<file path="src/rtl/pipeline_pkg.sv">
// Shared pipeline types: opcodes, ALU/result selects, ID/EX bundle.
// Imported by decode_cycle, register_file and execute_cycle.
package pipeline_pkg;

    localparam int XLEN_P = 32;
    localparam int RIDX_P = 5;

    localparam logic [6:0] OP_LW  = 7'b0000011;
    localparam logic [6:0] OP_SW  = 7'b0100011;
    localparam logic [6:0] OP_R   = 7'b0110011;
    localparam logic [6:0] OP_I   = 7'b0010011;
    localparam logic [6:0] OP_BEQ = 7'b1100011;
    localparam logic [6:0] OP_JAL = 7'b1101111;

    typedef enum logic [2:0] {
        ALU_ADD = 3'b000,
        ALU_SUB = 3'b001,
        ALU_AND = 3'b010,
        ALU_OR  = 3'b011,
        ALU_SLT = 3'b101
    } alu_op_t;

    typedef enum logic [1:0] {
        RES_ALU = 2'b00,
        RES_MEM = 2'b01,
        RES_PC4 = 2'b10
    } result_src_t;

    typedef enum logic [1:0] {
        IMM_I = 2'b00,
        IMM_S = 2'b01,
        IMM_B = 2'b10,
        IMM_J = 2'b11
    } imm_src_t;

    typedef enum logic [1:0] {
        AM_ADD   = 2'b00,
        AM_SUB   = 2'b01,
        AM_FUNCT = 2'b10
    } alu_mode_t;

    typedef struct packed {
        logic              regWrite;
        logic              memWrite;
        logic              jump;
        logic              branch;
        logic              aluSrc;
        result_src_t       resultSrc;
        alu_op_t           aluControl;
        logic              illegal;
        logic [XLEN_P-1:0] rd1;
        logic [XLEN_P-1:0] rd2;
        logic [XLEN_P-1:0] immExt;
        logic [XLEN_P-1:0] pc;
        logic [XLEN_P-1:0] pcPlus4;
        logic [RIDX_P-1:0] rs1;
        logic [RIDX_P-1:0] rs2;
        logic [RIDX_P-1:0] rd;
    } id_ex_t;

    function automatic logic [XLEN_P-1:0] immExtend(
        input logic [31:0] instr,
        input imm_src_t    immSrc
    );
        logic [XLEN_P-1:0] imm;
        imm = '0;
        unique case (immSrc)
            IMM_I: imm = {{20{instr[31]}}, instr[31:20]};
            IMM_S: imm = {{20{instr[31]}}, instr[31:25], instr[11:7]};
            IMM_B: imm = {{20{instr[31]}}, instr[7],
                          instr[30:25], instr[11:8], 1'b0};
            IMM_J: imm = {{12{instr[31]}}, instr[19:12],
                          instr[20], instr[30:21], 1'b0};
            default: imm = '0;
        endcase
        return imm;
    endfunction

endpackage

</file>
<file path="src/rtl/register_file.sv">
// 2R1W register file, x0 hardwired to zero, async active-low reset.
// Optional writeback-to-read bypass under DECODE_WB_BYPASS_EN.
module register_file
    import pipeline_pkg::*;
#(
    parameter int XLEN = 32,
    parameter int NREG = 32,
    localparam int AW = $clog2(NREG)
) (
    input  logic            clk,
    input  logic            rst,
    input  logic [AW-1:0]   readAddr1,
    input  logic [AW-1:0]   readAddr2,
    output logic [XLEN-1:0] readData1,
    output logic [XLEN-1:0] readData2,
    input  logic            writeEn,
    input  logic [AW-1:0]   writeAddr,
    input  logic [XLEN-1:0] writeData
);

    logic [XLEN-1:0] regs [NREG];
    logic            wrValid;

    assign wrValid = writeEn && (writeAddr != '0);

    // Storage: cleared on reset, writes to x0 dropped.
    always_ff @(posedge clk or negedge rst) begin
        if (!rst) begin
            for (int i = 0; i < NREG; i++) begin
                regs[i] <= '0;
            end
        end else if (wrValid) begin
            regs[writeAddr] <= writeData;
        end
    end

    // Read ports: x0 forced to zero, optional same-cycle bypass.
    always_comb begin
        readData1 = regs[readAddr1];
        readData2 = regs[readAddr2];
`ifdef DECODE_WB_BYPASS_EN
        if (wrValid && (writeAddr == readAddr1)) begin
            readData1 = writeData;
        end
        if (wrValid && (writeAddr == readAddr2)) begin
            readData2 = writeData;
        end
`endif
        if (readAddr1 == '0) begin
            readData1 = '0;
        end
        if (readAddr2 == '0) begin
            readData2 = '0;
        end
    end

endmodule

</file>
<file path="src/rtl/decode_cycle.sv">
// ID stage: RV32I subset decode, register read, immediate, ID/EX register.
// Same-cycle writeback bypass enabled by defining DECODE_WB_BYPASS_EN.
module decode_cycle
    import pipeline_pkg::*;
#(
    parameter int XLEN = 32,
    parameter int NREG = 32
) (
    input  logic            clk,
    input  logic            rst,
    input  logic [31:0]     InstrD,
    input  logic [XLEN-1:0] PCD,
    input  logic [XLEN-1:0] PCPlus4D,
    input  logic            RegWriteW,
    input  logic [4:0]      RDW,
    input  logic [XLEN-1:0] ResultW,
    input  logic            FlushE,
    output logic            RegWriteE,
    output logic            MemWriteE,
    output logic            JumpE,
    output logic            BranchE,
    output logic            ALUSrcE,
    output logic [1:0]      ResultSrcE,
    output logic [2:0]      ALUControlE,
    output logic [XLEN-1:0] RD1E,
    output logic [XLEN-1:0] RD2E,
    output logic [XLEN-1:0] ImmExtE,
    output logic [XLEN-1:0] PCE,
    output logic [XLEN-1:0] PCPlus4E,
    output logic [4:0]      RS1E,
    output logic [4:0]      RS2E,
    output logic [4:0]      RDE,
    output logic            IllegalE
);

    localparam int AW = $clog2(NREG);

    logic [6:0]      opcode;
    logic [2:0]      funct3;
    logic            funct7b5;
    logic [4:0]      rs1D;
    logic [4:0]      rs2D;
    logic [4:0]      rdD;
    logic [XLEN-1:0] rd1D;
    logic [XLEN-1:0] rd2D;

    logic            regWriteD;
    logic            memWriteD;
    logic            jumpD;
    logic            branchD;
    logic            aluSrcD;
    logic            illegalD;
    result_src_t     resultSrcD;
    imm_src_t        immSrcD;
    alu_mode_t       aluModeD;
    alu_op_t         aluControlD;

    id_ex_t          idExD;
    id_ex_t          idExQ;

    assign opcode   = InstrD[6:0];
    assign funct3   = InstrD[14:12];
    assign funct7b5 = InstrD[30];
    assign rs1D     = InstrD[19:15];
    assign rs2D     = InstrD[24:20];
    assign rdD      = InstrD[11:7];

    register_file #(
        .XLEN (XLEN),
        .NREG (NREG)
    ) uRegFile (
        .clk       (clk),
        .rst       (rst),
        .readAddr1 (AW'(rs1D)),
        .readAddr2 (AW'(rs2D)),
        .readData1 (rd1D),
        .readData2 (rd2D),
        .writeEn   (RegWriteW),
        .writeAddr (AW'(RDW)),
        .writeData (ResultW)
    );

    // Main decoder: opcode to control bits; unknown opcodes become bubbles.
    always_comb begin
        regWriteD  = 1'b0;
        memWriteD  = 1'b0;
        jumpD      = 1'b0;
        branchD    = 1'b0;
        aluSrcD    = 1'b0;
        illegalD   = 1'b0;
        resultSrcD = RES_ALU;
        immSrcD    = IMM_I;
        aluModeD   = AM_ADD;
        unique case (1'b1)
            (opcode == OP_LW): begin
                regWriteD  = 1'b1;
                aluSrcD    = 1'b1;
                resultSrcD = RES_MEM;
            end
            (opcode == OP_SW): begin
                memWriteD = 1'b1;
                aluSrcD   = 1'b1;
                immSrcD   = IMM_S;
            end
            (opcode == OP_R): begin
                regWriteD = 1'b1;
                aluModeD  = AM_FUNCT;
            end
            (opcode == OP_I): begin
                regWriteD = 1'b1;
                aluSrcD   = 1'b1;
                aluModeD  = AM_FUNCT;
            end
            (opcode == OP_BEQ): begin
                branchD  = 1'b1;
                immSrcD  = IMM_B;
                aluModeD = AM_SUB;
            end
            (opcode == OP_JAL): begin
                regWriteD  = 1'b1;
                jumpD      = 1'b1;
                resultSrcD = RES_PC4;
                immSrcD    = IMM_J;
            end
            default: begin
                illegalD = 1'b1;
            end
        endcase
    end

    // ALU decoder: sub only for R-type with funct7[5] set.
    always_comb begin
        aluControlD = ALU_ADD;
        unique case (aluModeD)
            AM_ADD: aluControlD = ALU_ADD;
            AM_SUB: aluControlD = ALU_SUB;
            AM_FUNCT: begin
                unique case (funct3)
                    3'b000: aluControlD =
                        (opcode == OP_R && funct7b5) ? ALU_SUB : ALU_ADD;
                    3'b010: aluControlD = ALU_SLT;
                    3'b110: aluControlD = ALU_OR;
                    3'b111: aluControlD = ALU_AND;
                    default: aluControlD = ALU_ADD;
                endcase
            end
            default: aluControlD = ALU_ADD;
        endcase
    end

    // Assemble the ID/EX bundle for the next edge.
    always_comb begin
        idExD            = '0;
        idExD.regWrite   = regWriteD;
        idExD.memWrite   = memWriteD;
        idExD.jump       = jumpD;
        idExD.branch     = branchD;
        idExD.aluSrc     = aluSrcD;
        idExD.resultSrc  = resultSrcD;
        idExD.aluControl = aluControlD;
        idExD.illegal    = illegalD;
        idExD.rd1        = rd1D;
        idExD.rd2        = rd2D;
        idExD.immExt     = immExtend(InstrD, immSrcD);
        idExD.pc         = PCD;
        idExD.pcPlus4    = PCPlus4D;
        idExD.rs1        = rs1D;
        idExD.rs2        = rs2D;
        idExD.rd         = rdD;
    end

    // ID/EX register: flush inserts an all-zero bubble.
    always_ff @(posedge clk or negedge rst) begin
        if (!rst) begin
            idExQ <= '0;
        end else if (FlushE) begin
            idExQ <= '0;
        end else begin
            idExQ <= idExD;
        end
    end

    assign RegWriteE   = idExQ.regWrite;
    assign MemWriteE   = idExQ.memWrite;
    assign JumpE       = idExQ.jump;
    assign BranchE     = idExQ.branch;
    assign ALUSrcE     = idExQ.aluSrc;
    assign ResultSrcE  = idExQ.resultSrc;
    assign ALUControlE = idExQ.aluControl;
    assign IllegalE    = idExQ.illegal;
    assign RD1E        = idExQ.rd1;
    assign RD2E        = idExQ.rd2;
    assign ImmExtE     = idExQ.immExt;
    assign PCE         = idExQ.pc;
    assign PCPlus4E    = idExQ.pcPlus4;
    assign RS1E        = idExQ.rs1;
    assign RS2E        = idExQ.rs2;
    assign RDE         = idExQ.rd;

endmodule

</file>
<file path="config.mk">
export PLATFORM = sky130hd
export DESIGN_NAME = decode_cycle
export DESIGN_NICKNAME = d
export VERILOG_FILES = /design/src/rtl/pipeline_pkg.sv /design/src/rtl/register_file.sv /design/src/rtl/decode_cycle.sv
export SDC_FILE = /design/constraint.sdc
export NUM_CORES = 2
export LEC_CHECK = 0
export CAP_MARGIN = 40
export CORE_MARGIN = 3
export CORE_UTILIZATION = 30
export DETAILED_ROUTE_END_ITERATION = 16
export HOLD_SLACK_MARGIN = 0.08
export PLACE_DENSITY = 0.58
export SLEW_MARGIN = 15
export SYNTH_ARGS = -nofsm -noshare
export SYNTH_HDL_FRONTEND = slang
export SYNTH_SLANG_ARGS = --single-unit
</file>
<file path="constraint.sdc">
create_clock -name clk -period 1.7 [get_ports clk]
set_clock_uncertainty 0.15 [all_clocks]
set_input_delay 0.34 -clock clk [delete_from_list [all_inputs] [get_ports clk]]
set_output_delay 0.34 -clock clk [all_outputs]
set_load 0.01 [all_outputs]
</file>
After elaboration in Yosys (flattened, before gate mapping)
Cells that the tools add are included.
{"block": "totals", "register_bits": 1210, "latch_bits": 0, "mem_bits_rw": 0, "rom_bits": 0, "inputBits": 137, "output_inout_bits": 186, "n_memories": 0}
{"block": "classes", "n_addsub": 0, "multipliers": 0, "n_div": 0, "n_lt_le_gt_ge": 4, "n_eq_ne": 14, "n_shift": 0, "muxes": 25, "n_bitwise": 3, "n_reduce_logical": 12}
{"operator": "$bwmux 1024", "n": 1}
{"operator": "$bmux 32 s5", "n": 2}
{"operator": "$mux 32", "n": 7}
{"operator": "$mux 186", "n": 1}
{"operator": "$demux 32 s5", "n": 1}
{"operator": "$pmux 32 s4", "n": 1}
{"operator": "$ge 6x6->1 const B", "n": 3}
{"operator": "$not 5->6", "n": 3}
{"operator": "$eq 7x6->1 const B", "n": 2}
{"operator": "$eq 7x7->1 const B", "n": 2}
{"operator": "$pmux 3 s4", "n": 1}
{"operator": "$logic_not 5->1", "n": 2}
{"operator": "$pmux 2 s2", "n": 2}
{"operator": "$eq 7x2->1 const B", "n": 1}
{"operator": "$eq 7x5->1 const B", "n": 1}
{"operator": "$mux 1", "n": 7}
{"operator": "$eq 2x2->1 const B", "n": 3}
{"operator": "$eq 3x3->1 const B", "n": 2}
{"operator": "$lt 6x1->1 const B", "n": 1}
{"operator": "$pmux 2 s3", "n": 1}
{"operator": "$pmux 3 s2", "n": 1}
{"operator": "$reduce_or 6->1", "n": 1}
{"operator": "$reduce_bool 5->1", "n": 1}
{"operator": "$eq 2x1->1 const B", "n": 2}
{"operator": "7 further kinds", "n": 9}

Depth between registers and ports, before layout
{"block": "depth", "ltp_word": 6, "ltp_mapped": 9, "ltp_nobuf": 7}

Modules after synthesis
From an unflattened synthesis, not the netlist that was laid out.
{"block": "hier_totals", "hier_cells": 4044, "hier_area_um2": 60261.5}
{"mod": "register_file", "instances": 1, "cells_each": 3621, "area_each_um2": 54357.1, "seq_area_each_um2": 25624.6}
{"mod": "decode_cycle", "instances": 1, "cells_each": 423, "area_each_um2": 5904.4, "seq_area_each_um2": 4354.2}

Worst setup path after synthesis
OpenSTA, ideal clock, no wires.
{"block": "synth_timing", "path_type": "input to register", "from": "input port InstrD[20]", "to": "register idExQ, in the netlist RD2E[10]", "setup_ns": 0.136, "t_arrival_ns": 1.839, "t_required_ns": 1.414, "slack_ns": -0.426, "path_stages": 7, "cell_sequence": "buf_4 buf_6 buf_2 mux4_2 a22o_1 a31oi_1 a21oi_1"}
{"block": "synth_via", "elab_chain_len": 6, "word_cells_on_any_way": 7, "classes_between": "mux: 5; bitwise: 1; reduce/logical: 1"}
{"element": "from (decl)", "line": "decode_cycle.sv:11", "source": "input logic [31:0] InstrD,"}
{"element": "$not 5->6 (not written as such)", "line": "register_file.sv:40", "source": "readData2 = regs[readAddr2];"}
{"element": "$bmux 32 s5", "line": "register_file.sv:40"}
{"element": "$mux 32 (not written as such) (2 in a row)", "line": "register_file.sv:40"}
{"element": "$mux 32 *", "line": "register_file.sv:52", "source": "if (readAddr2 == '0) begin"}
{"element": "$mux 186 *", "line": "decode_cycle.sv:176", "source": "end else if (FlushE) begin"}
{"element": "to (signal assigned)", "line": "decode_cycle.sv:179", "source": "idExQ <= idExD;"}
{"element": "to (decl)", "line": "decode_cycle.sv:59", "source": "id_ex_t idExQ;"}
Every way passes the cells marked *; elsewhere a longest branch is shown, timed or not. The select of a mux whose other input is x is not followed.
A chain may end at the register's enable or synchronous reset.

==> qor.csv <==
stage,metric,value,unit
grt,antenna_found_initial,5,
drt,wire_per_inst,28.0,µm
timing,timing_hold_violations_final,0,
timing,rsz0062_at_grt,yes,
pwr,peakVddDrop,0.000977,V
floorplan,ios,323,
clock_network,cts_root_buffer,clkbuf_16,
clock_network,htreeDepth,4,
synth,synthArstFlopShare,1.00,
clock_network,numCtsBuffers,142,
timing,setup_ws,-0.295,ns
worst_setup_path,path_cells,"clkbuf_16, buf_6",
worst_setup_path,worst_path_largest_cell_delay,0.44,ns
worst_setup_path,crit_required,1.21,ns
hold_path,hp-class,in2reg,
grt,grt_pass1_wl,305000,µm
timing,tightest_slew,0.868,ns
grt,grt_pass1_vias,41900,
synth,syn-num-nets,4029,
drt,first_pass_iters,5,
timing,final.period_utilization,1.17,
synth,synth_edf_count,0,
place,post-place-ws,-1.20,ns
place,io_buffers,322,
worst_setup_path,crit_buf_inv,2,
timing,finalSetupViolCount,207,
synth,avgSynthCellArea,15.3,µm²
clock_network,cts.clk_slew.worst_paths,0.06,ns
floorplan,core_area,196000,µm²
grt,grt_overflow_total,0,
timing,slew_headroom,0.422,
timing,slew_violations,0,
worst_setup_path,crit_type,reg2out,
floorplan,die_area,204000,µm²
synth,synth_flop_cell,dfrtp_1,
final_layout,drive_gt1_frac,0.566,
synth,ys_ff_latch,1198,
clock_network,clk-insertion-delay-late,0.78,ns
clock_network,cts_sinks,1198,
synth,ys_top_cells_by_area,"dfrtp_1 (50%), mux2_2 (19%), mux4_2 (16%)",
drt,drtIter0Drc,2794,
place,gp_congestion,0.881,
worst_setup_path,crit_path_start_kind,flop,
synth,synth-warning-count,0,
timing,fmax,501,MHz
drt,viasPerCell,5.34,
drt,drt-total-wl,209000,µm
floorplan,die_y,451,µm
synth,synth_commonest_cells,"dfrtp_1 (1198), mux2_2 (1006), mux4_2 (435)",
final_layout,final_util,0.401,
outcome,violations,negative setup slack,
synth,netlist_instances,3890,
grt,track_usage,0.203,
synth,synth_top_cell_by_area,dfrtp_1,
synth,synthMostInstantiatedCell,dfrtp_1,
drt,vias,39800,
floorplan,num_rows,162,
pwr,p_per_area,1100,nW/µm²
drt,drtAntennaViolNets,0,
worst_setup_path,worstPathMaxFanout,6,
timing,period_needed,1.99,ns
clock_network,clk_path_buf_depth,3,
floorplan,die_x,451,µm
final_layout,nets,4860,
pwr,power_leakage,34.6,nW
place,dp_hpwl,143000,µm
drt,drc_errors,0,
worst_setup_path,cp.arrival,1.50,ns
worst_setup_path,path_delay_family,flip-flops,
outcome,status,"complete, but fails checks",
worst_setup_path,crit_slowest_cell,dfrtp_2,
worst_setup_path,critPathCaptureType,primary output,
final_layout,area_growth,31.9,%
clock_network,cts_tree,done,
timing,fin_setup_tns,-19.19,ns
synth,ys_seq_area_frac,0.504,
grt,grt_start_max_net_pins,90,
floorplan,start_util,0.304,
synth,synth_top_area_frac,0.504,
synth,netlist-cell-type-count,46,
flow_run,max_cap_violations,0,
synth,netlist_area,59500,µm²
[cell families after synthesis]
| family | share of synthesized area |
|---|---|
| multiplexers | 0.403 |
| adder cells (fa/ha/maj) | 0.000420 |
| AO/OA/AOI/OAI | 0.0388 |
| buffers and inverters | 0.0340 |
| flip-flops | 0.504 |
| AND/OR/NAND/NOR | 0.0200 |
[timing repair]
action,CTS,global route
endpoints found under the hold margin,1285,0
hold buffers,81,0
setup buffers,17,5
pin swaps,38,32
resized for setup,954,68
gates cloned,2,0
endpoints found under the setup margin,384,1203
[cells in the final DEF, fill, tap and decap left out, drive strengths merged, types with 4 or more instances in the layout]
cell type      count
and2               4
a31oi             41
nand3b             4
o221ai            32
a22o              49
nor3              11
a21oi             21
a22oi             93
clkinv            24
o22ai              6
nor2b             90
o22a              32
nor3b              5
mux2            1006
o21ai             18
a221oi             7
clkinvlp           5
clkdlybuf4s50    122
mux4             435
buf              908
dlygate4sd3       79
nand3             25
nand2             30
mux2i            288
inv               14
dlygate4sd2        4
dfrtp           1198
nor2              29
bufinv             9
clkbuf           205
[where the power goes]
| group | total, mW | internal (mW) | switching, mW | leakage (nW) |
|---|---|---|---|---|
| Clock | 31.0 | 18.3 | 12.7 | 2.30 |
| Sequential | 37.0 | 33.5 | 3.53 | 15.4 |
| Combinational | 18.4 | 11.3 | 7.16 | 16.9 |
| Total | 86.4 | 63.1 | 23.4 | 34.6 |
[state kept, by name, indices dropped and copies added, names as in the netlist]
name / count
RDE: 5
ResultSrcE: 1
ALUControlE: 3
PCPlus4E: 32
RS2E: 5
RD2E: 32
ImmExtE: 21
MemWriteE: 1
IllegalE: 1
JumpE: 1
BranchE: 1
ALUSrcE: 1
uRegFile.regs: 1024
RS1E: 5
RD1E: 32
PCE: 32
RegWriteE: 1
[layer usage]
layer,up-vias,global-route usage,share of wire
li1,16600,-,-
met5,-,0,0
met3,323,0.0322,0.052
met2,1283,0.346,0.50
met1,21600,0.264,0.42
met4,0,0.0640,0.033
[stage by stage]
step / total power [mW] / cell area (µm²) / hold slack [ns] / std cells
after floorplan: 47.4 / 60200 / -0.106 / 3890
after global placement: 54.8 / 72500 / 0.0643 / 7108
after detailed placement: 55.3 / 72500 / 0.0610 / 7108
after CTS: 86.9 / 78100 / 0.0828 / 7447
after global routing: 90.1 / 78500 / 0.108 / 7452
final: 86.4 / 78500 / 0.124 / 7453
[path summary, 6_finish.rpt]
| path | slack (ns) | depth (start not counted) | from | endpoint |
|---|---|---|---|---|
| worst max register to register | -0.22 | 4 | uRegFile.regs[404]$_DFFE_PN0P_ | RD2E[20]$_DFF_PN0_ |
| min in group asynchronous | 0.54 | 4 | rst | PCPlus4E[4]$_DFF_PN0_ |
| worst min-delay path | 0.12 | 2 | PCPlus4D[3] | PCPlus4E[3]$_DFF_PN0_ |
| worst min register to register | 0.24 | 0 | uRegFile.regs[1021]$_DFFE_PN0P_ | uRegFile.regs[1021]$_DFFE_PN0P_ |
| worst max-delay path | -0.29 | 2 | ImmExtE[30]$_DFF_PN0_ | ImmExtE[29] |
| max in group asynchronous | 0.03 | 5 | rst | uRegFile.regs[652]$_DFFE_PN0P_ |
[area by class of cell]
type / count / area, µm²
tap: 2624 / 3280
antenna: 1 / 2.50
sequential: 1198 / 30000
clock inverter: 47 / 598
multi-input combinational: 2254 / 28400
fill: 18100 / 118000
inverter: 5 / 18.8
clock buffer: 204 / 4110
timing repair buffer: 1120 / 12100
Note: power is estimated with default switching activity, not from simulation.
